### config.mk
export PLATFORM = sky130hd
export DESIGN_NAME = avalon_mm_regfile_slave
export DESIGN_NICKNAME = d
export VERILOG_FILES = /design/src/rtl/avalon_pkg.sv /design/src/rtl/avalon_regfile_mem.sv /design/src/rtl/avalon_mm_regfile_slave.sv
export SDC_FILE = /design/constraint.sdc
export NUM_CORES = 2
export LEC_CHECK = 0
export ABC_CLOCK_PERIOD_IN_PS = 8150
export BUFFER_PORTS_ARGS = -buffer_cell sky130_fd_sc_hd__buf_2
export CAP_MARGIN = 20
export CELL_PAD_IN_SITES_DETAIL_PLACEMENT = 1
export CELL_PAD_IN_SITES_GLOBAL_PLACEMENT = 2
export CORE_MARGIN = 1.5
export CORE_UTILIZATION = 40
export DETAILED_ROUTE_END_ITERATION = 10
export PLACE_DENSITY_LB_ADDON = 0.1
export SKIP_LAST_GASP = 1
export SLEW_MARGIN = 30
export SYNTH_ARGS = -nofsm -noshare
export SYNTH_HDL_FRONTEND = slang
export SYNTH_SLANG_ARGS = --single-unit
export TNS_END_PERCENT = 20
### constraint.sdc
create_clock -name clk -period 8.15 [get_ports clk]
set_clock_uncertainty 0.15 [all_clocks]
set_input_delay 0 -clock clk [delete_from_list [all_inputs] [get_ports clk]]
set_output_delay 0 -clock clk [all_outputs]
set_load 0.005 [all_outputs]
### src/rtl/avalon_pkg.sv
// Shared definitions for the Avalon-MM register-file slave: response codes and FSM states.
package avalon_pkg;

    localparam logic [1:0] RESP_OKAY        = 2'b00;
    localparam logic [1:0] RESP_DECODEERROR = 2'b11;

    typedef enum logic [1:0] {
        IDLE = 2'd0,
        WAIT = 2'd1,
        ACK  = 2'd2
    } state_t;

endpackage

### src/rtl/avalon_regfile_mem.sv
// DEPTH x DW register storage: byte-lane write enables, combinational read port.
module avalon_regfile_mem #(
    parameter int DW    = 32,
    parameter int DEPTH = 64,
    parameter int MAW   = 6
) (
    input  logic            clk,
    input  logic            reset_n,
    input  logic            we,
    input  logic [DW/8-1:0] be,
    input  logic [MAW-1:0]  addr,
    input  logic [DW-1:0]   wdata,
    output logic [DW-1:0]   rdata
);

    logic [DW-1:0] mem [DEPTH];

    always_ff @(posedge clk or negedge reset_n) begin
        if (!reset_n) begin
            for (int i = 0; i < DEPTH; i++) begin
                mem[i] <= '0;
            end
        end else if (we) begin
            for (int b = 0; b < DW/8; b++) begin
                if (be[b]) begin
                    mem[addr][8*b +: 8] <= wdata[8*b +: 8];
                end
            end
        end
    end

    assign rdata = mem[addr];

endmodule

### src/rtl/avalon_mm_regfile_slave.sv
// Avalon-MM register-bank slave: waitrequest flow control, programmable wait states,
// read-only ID word at address 0 and DECODEERROR for out-of-range or read+write requests.
module avalon_mm_regfile_slave
    import avalon_pkg::*;
#(
    parameter int             AW          = 8,
    parameter int             DW          = 32,
    parameter int             DEPTH       = 64,
    parameter int             WAIT_CYCLES = 1,
    parameter logic [DW-1:0]  ID_VALUE    = DW'(32'hA7A1_0001)
) (
    input  logic            clk,
    input  logic            reset_n,
    input  logic [AW-1:0]   address,
    input  logic            read,
    input  logic            write,
    input  logic [DW-1:0]   writedata,
    input  logic [DW/8-1:0] byteenable,
    output logic            waitrequest,
    output logic [DW-1:0]   readdata,
    output logic [1:0]      response
);

    localparam int            BW      = DW / 8;
    localparam int            MAW     = (DEPTH > 1) ? $clog2(DEPTH) : 1;
    localparam logic [3:0]    WC      = 4'(WAIT_CYCLES);
    localparam logic [AW:0]   DEPTH_W = (AW+1)'(DEPTH);

    if (WAIT_CYCLES < 0 || WAIT_CYCLES > 15) begin : g_bad_wait
        $error("WAIT_CYCLES must be in 0..15");
    end
    if (DW % 8 != 0) begin : g_bad_dw
        $error("DW must be a multiple of 8");
    end
    if (DEPTH < 1 || DEPTH > (1 << AW)) begin : g_bad_depth
        $error("DEPTH must be in 1..2**AW");
    end

    state_t          state;
    logic [3:0]      wait_cnt;
    logic [AW-1:0]   cmd_addr;
    logic            cmd_read;
    logic            cmd_write;
    logic [DW-1:0]   cmd_wdata;
    logic [BW-1:0]   cmd_be;

    logic [AW-1:0]   eff_addr;
    logic            eff_read;
    logic            eff_write;
    logic [DW-1:0]   eff_wdata;
    logic [BW-1:0]   eff_be;
    logic            ack_entry;
    logic            in_range;
    logic            legal;
    logic            mem_we;
    logic [DW-1:0]   mem_rdata;
    logic [1:0]      resp_next;
    logic [DW-1:0]   rdata_next;

    // With zero wait states ACK is entered on the capture edge, so the live bus is the command.
    always_comb begin
        eff_addr  = cmd_addr;
        eff_read  = cmd_read;
        eff_write = cmd_write;
        eff_wdata = cmd_wdata;
        eff_be    = cmd_be;
        if (state == IDLE) begin
            eff_addr  = address;
            eff_read  = read;
            eff_write = write;
            eff_wdata = writedata;
            eff_be    = byteenable;
        end
    end

    always_comb begin
        ack_entry  = ((state == IDLE) && (read || write) && (WC == 4'd0)) ||
                     ((state == WAIT) && (wait_cnt == 4'd1));
        in_range   = {1'b0, eff_addr} < DEPTH_W;
        legal      = eff_read ^ eff_write;
        mem_we     = ack_entry && eff_write && !eff_read && in_range && (eff_addr != '0);
        resp_next  = (in_range && legal) ? RESP_OKAY : RESP_DECODEERROR;
        rdata_next = '0;
        if (in_range && legal) begin
            rdata_next = (eff_addr == '0) ? ID_VALUE : mem_rdata;
        end
    end

    avalon_regfile_mem #(
        .DW    (DW),
        .DEPTH (DEPTH),
        .MAW   (MAW)
    ) u_mem (
        .clk     (clk),
        .reset_n (reset_n),
        .we      (mem_we),
        .be      (eff_be),
        .addr    (eff_addr[MAW-1:0]),
        .wdata   (eff_wdata),
        .rdata   (mem_rdata)
    );

    always_ff @(posedge clk or negedge reset_n) begin
        if (!reset_n) begin
            state       <= IDLE;
            wait_cnt    <= '0;
            cmd_addr    <= '0;
            cmd_read    <= 1'b0;
            cmd_write   <= 1'b0;
            cmd_wdata   <= '0;
            cmd_be      <= '0;
            waitrequest <= 1'b1;
            readdata    <= '0;
            response    <= RESP_OKAY;
        end else begin
            waitrequest <= !ack_entry;
            response    <= ack_entry ? resp_next : RESP_OKAY;
            if (ack_entry && eff_read) begin
                readdata <= rdata_next;
            end
            case (state)
                IDLE: begin
                    if (read || write) begin
                        cmd_addr  <= address;
                        cmd_read  <= read;
                        cmd_write <= write;
                        cmd_wdata <= writedata;
                        cmd_be    <= byteenable;
                        if (WC == 4'd0) begin
                            state <= ACK;
                        end else begin
                            wait_cnt <= WC;
                            state    <= WAIT;
                        end
                    end
                end
                WAIT: begin
                    wait_cnt <= wait_cnt - 4'd1;
                    if (wait_cnt == 4'd1) begin
                        state <= ACK;
                    end
                end
                ACK: begin
                    state <= IDLE;
                end
                default: begin
                    state <= IDLE;
                end
            endcase
        end
    end

endmodule

==> flow_metrics.py <==
metrics = {
    "detailed_routing": {
        "num_vias": 76900,
        "first_pass_iters": 8,
        "drt_wl_total_um": 391000,
        "first_iter_violations": 6829,
        "drcViolationCount": 0,
        "wl_per_cell_um": 30.2,
        "vias_per_cell": 5.93,
        "ant_nets": 0,
    },
    "worst_setup_path": {
        "cp-end-kind": "register",
        "crit_type": "reg2reg",
        "cpMostUsedCell": "buf_4",
        "r2r_start": "state[1]",
        "worstPathMaxFanout": 31,
        "rr_worst_depth": 12,
        "rrSetupSlack_ns": 2.72,
        "critPathMaxStageDelay_ns": 0.79,
        "critPathTopFamily": "buffers and inverters",
        "r2r-end": "readdata[3]",
        "critPathLaunchType": "register",
        "path_buf_inv": 4,
        "crit_required_ns": 8.83,
        "arrival_ns": 6.11,
        "cp_slowest_cell": "buf_4",
        "cp_cell_sequence": "nor2_4, buf_4, buf_4, mux2i_4, buf_4, buf_4, a21oi_1, a32o_1, nor3_1, o22ai_1, nor3_1, a32o_1",
        "cp.depth": 12,
    },
    "run": {
        "cap_viol_max_count": 0,
    },
    "die": {
        "num_rows": 174,
        "initial_core_util_pct": 40.3,
        "fp.dieW_um": 479,
        "die_area_mm2": 0.229,
        "ios": 83,
        "fp.dieH_um": 479,
        "fp.coreArea_mm2": 0.225,
    },
    "yosys": {
        "syn-num-nets": 10000,
        "yosys_warnings": 0,
        "synth_ff_type": "dfrtp_1",
        "yosysUniqueCellTypes": 72,
        "synthCells": 9972,
        "ys_ff_latch": 2134,
        "seq_area_frac_synth_pct": 58.9,
        "postSynthAreaPerCell_um2": 9.09,
        "synthArstFlopShare_pct": 100,
        "synthesis.area_mm2": 0.0906,
        "synth_edf_count": 0,
    },
    "sta": {
        "max_freq_mhz": 184,
        "rsz0062_at_grt": "false",
        "finalCritPeriodShare_pct": 66.6,
        "setup_viol": 0,
        "relSlewSlack_pct": 24.8,
        "worst_pin_slew_ns": 1.12,
        "whs_ns": 0.115,
        "hold_viol_final": 0,
        "period_needed_ns": 5.43,
        "tns_ns": 0,
        "finalMaxSlewViolations": 0,
        "fin_ws_ns": 2.72,
    },
    "min_path": {
        "hold_depth": 5,
        "hp-start": "write",
        "hold-path-endpoint": "wait_cnt[0]",
        "hp-class": "in2reg",
    },
    "cells_and_area": {
        "fill_cells": 25500,
        "area_delta_synth_final_pct": 13.7,
        "mostFrequentLayoutCell": "nand2_1",
        "final_cell_mix": "nand2_1 (3092), dfrtp_1 (2133), o21ai_0 (2081)",
        "drive_gt1_share_pct": 8.35,
        "nets": 9809,
    },
    "global_routing": {
        "grt_overflow": 0,
        "antenna_found_initial": 26,
        "grt_start_max_net_pins": 172,
        "grt_pass1_wl_um": 569000,
        "first_global_vias": 78400,
        "grt_usage_pct": 33.9,
    },
    "power": {
        "power.density_mw_per_mm2": 349,
        "p_leak_nw": 44.2,
        "irDropWorstVdd_mv": 0.517,
    },
    "clocking": {
        "clk_pin_slew_ns": 0.06,
        "cts_buffers": 235,
        "cts_tree": "done",
        "clkSinkCount": 2134,
        "clkLatencyLatePin_ns": 0.90,
        "clockBufferDepth": 3,
        "cts-htree-levels": 4,
        "cts_resized": 0,
        "cts-root-buf": "clkbuf_16",
    },
    "place": {
        "gp_congestion": 0.850,
        "preCtsSetupSlack_ns": 2.83,
        "dp_hpwl_um": 234000,
        "portBuffers": 82,
    },
    "run_status": {
        "status": "finished clean",
    },
}
## state kept, by name, summed over array words and instances (netlist names)
register / count
wait_cnt: 4
cmd_be: 4
response: 1
waitrequest: 1
u_mem.mem: 2048
cmd_wdata: 32
state: 2
cmd_write: 1
readdata: 32
cmd_read: 1
cmd_addr: 8
## logic make-up after synthesis
group | Yosys count | share of synthesized area [%]
compound gates | 3168 | 19.5
xor+xnor | 1 | 0.00967
fa+ha+maj | 2 | 0.0276
buf+inv | 825 | 3.65
flops | 2134 | 58.9
mux | 181 | 2.11
simple gates | 3661 | 15.8
## worst min-delay path, stage by stage
cell           delay (ns)
dlygate4sd3_1        0.53
buf_2                0.18
nor3_1               0.14
or2_2                0.17
o21ai_0              0.08
## power by group
part	switching, mW	internal, mW	total [mW]	leakage, nW
clock	4.56	6.24	10.8	3.82
combinational	11.0	2.83	13.9	10.7
sequential	0.327	10.9	11.2	29.7
total	15.9	20.0	35.9	44.2
## worst max path at each step
stage / start / to / slack (ns)
floorplan: state[1] / readdata[29] / 5.33
detailed placement: cmd_addr[2] / u_mem.mem[20] / 2.83
global placement: state[1] / u_mem.mem[398] / 2.78
global route: state[0] / u_mem.mem[106] / 2.73
finish: state[1] / readdata[3] / 2.72
CTS: state[1] / readdata[30] / 2.80
## stage by stage
stage          cells  cell area (µm²)  total power [mW]  util [%]
6_report       13000           103000              35.9      45.8
5_1_grt        12900           103000              36.8      45.8
4_1_cts        12900           103000              35.8      45.7
3_5_place_dp   12400            94200              24.9      41.8
3_3_place_gp   12400            94000              24.8      41.8
2_1_floorplan   9972            90600              17.6         -
## final cells by class
class	count	area, µm²	area share, %
multi-input cells	7013	34900	33.8
clock inverters	53	510	0.495
inverters	4	15.0	0.0146
diodes	11	27.5	0.0267
repair buffers	371	3270	3.17
clock buffers	378	7200	6.99
flip-flops and latches	2134	53400	51.8
well taps	2992	3740	3.63
## metal layers
layer | part of all wire, % | global-route usage (%) | vias up | wire (µm)
met4 | 4.7 | 14.6 | 12 | 18400
met2 | 45 | 52.4 | 2393 | 175000
met5 | 0.022 | 0 | - | 87
met1 | 45 | 47.6 | 39900 | 175000
li1 | - | - | 33800 | -
met3 | 5.7 | 4.98 | 730 | 22500
## cells in the mapped netlist (all sizes together) (3+ instances only)
cell type	number	share of area [%]
nor2	219	0.92
o221ai	8	0.077
o211ai	6	0.055
o21a	13	0.11
a21boi	5	0.054
nor3	74	0.41
and3	6	0.041
a21oi	230	1.3
o21bai	3	0.037
or3	5	0.035
a2111oi	4	0.039
a22oi	73	0.60
mux2	67	0.83
a31oi	204	1.4
a32oi	42	0.41
nand3b	4	0.033
a211oi	10	0.083
nand2	3103	13
or4	5	0.041
nand3	155	0.86
a22o	22	0.21
nand4	9	0.062
a32o	33	0.36
a221oi	14	0.14
inv	4	0.017
nor4	50	0.35
mux2i	114	1.3
and2	6	0.041
nor2b	4	0.028
a222oi	12	0.13
o211a	3	0.033
a41oi	6	0.058
nor3b	3	0.025
o22ai	356	2.5
clkbuf	627	2.6
o21ai	2088	12
dfrtp	2133	59
buf	194	1.0
or2	7	0.048
o22a	26	0.25
nand2b	8	0.055
## repair_timing
item                                   4_1_cts  5_1_grt
setup buffers                                0        0
endpoints found under the hold margin     2711        0
hold buffers                               103        0
No activity file was read; power rests on OpenSTA's default activity.
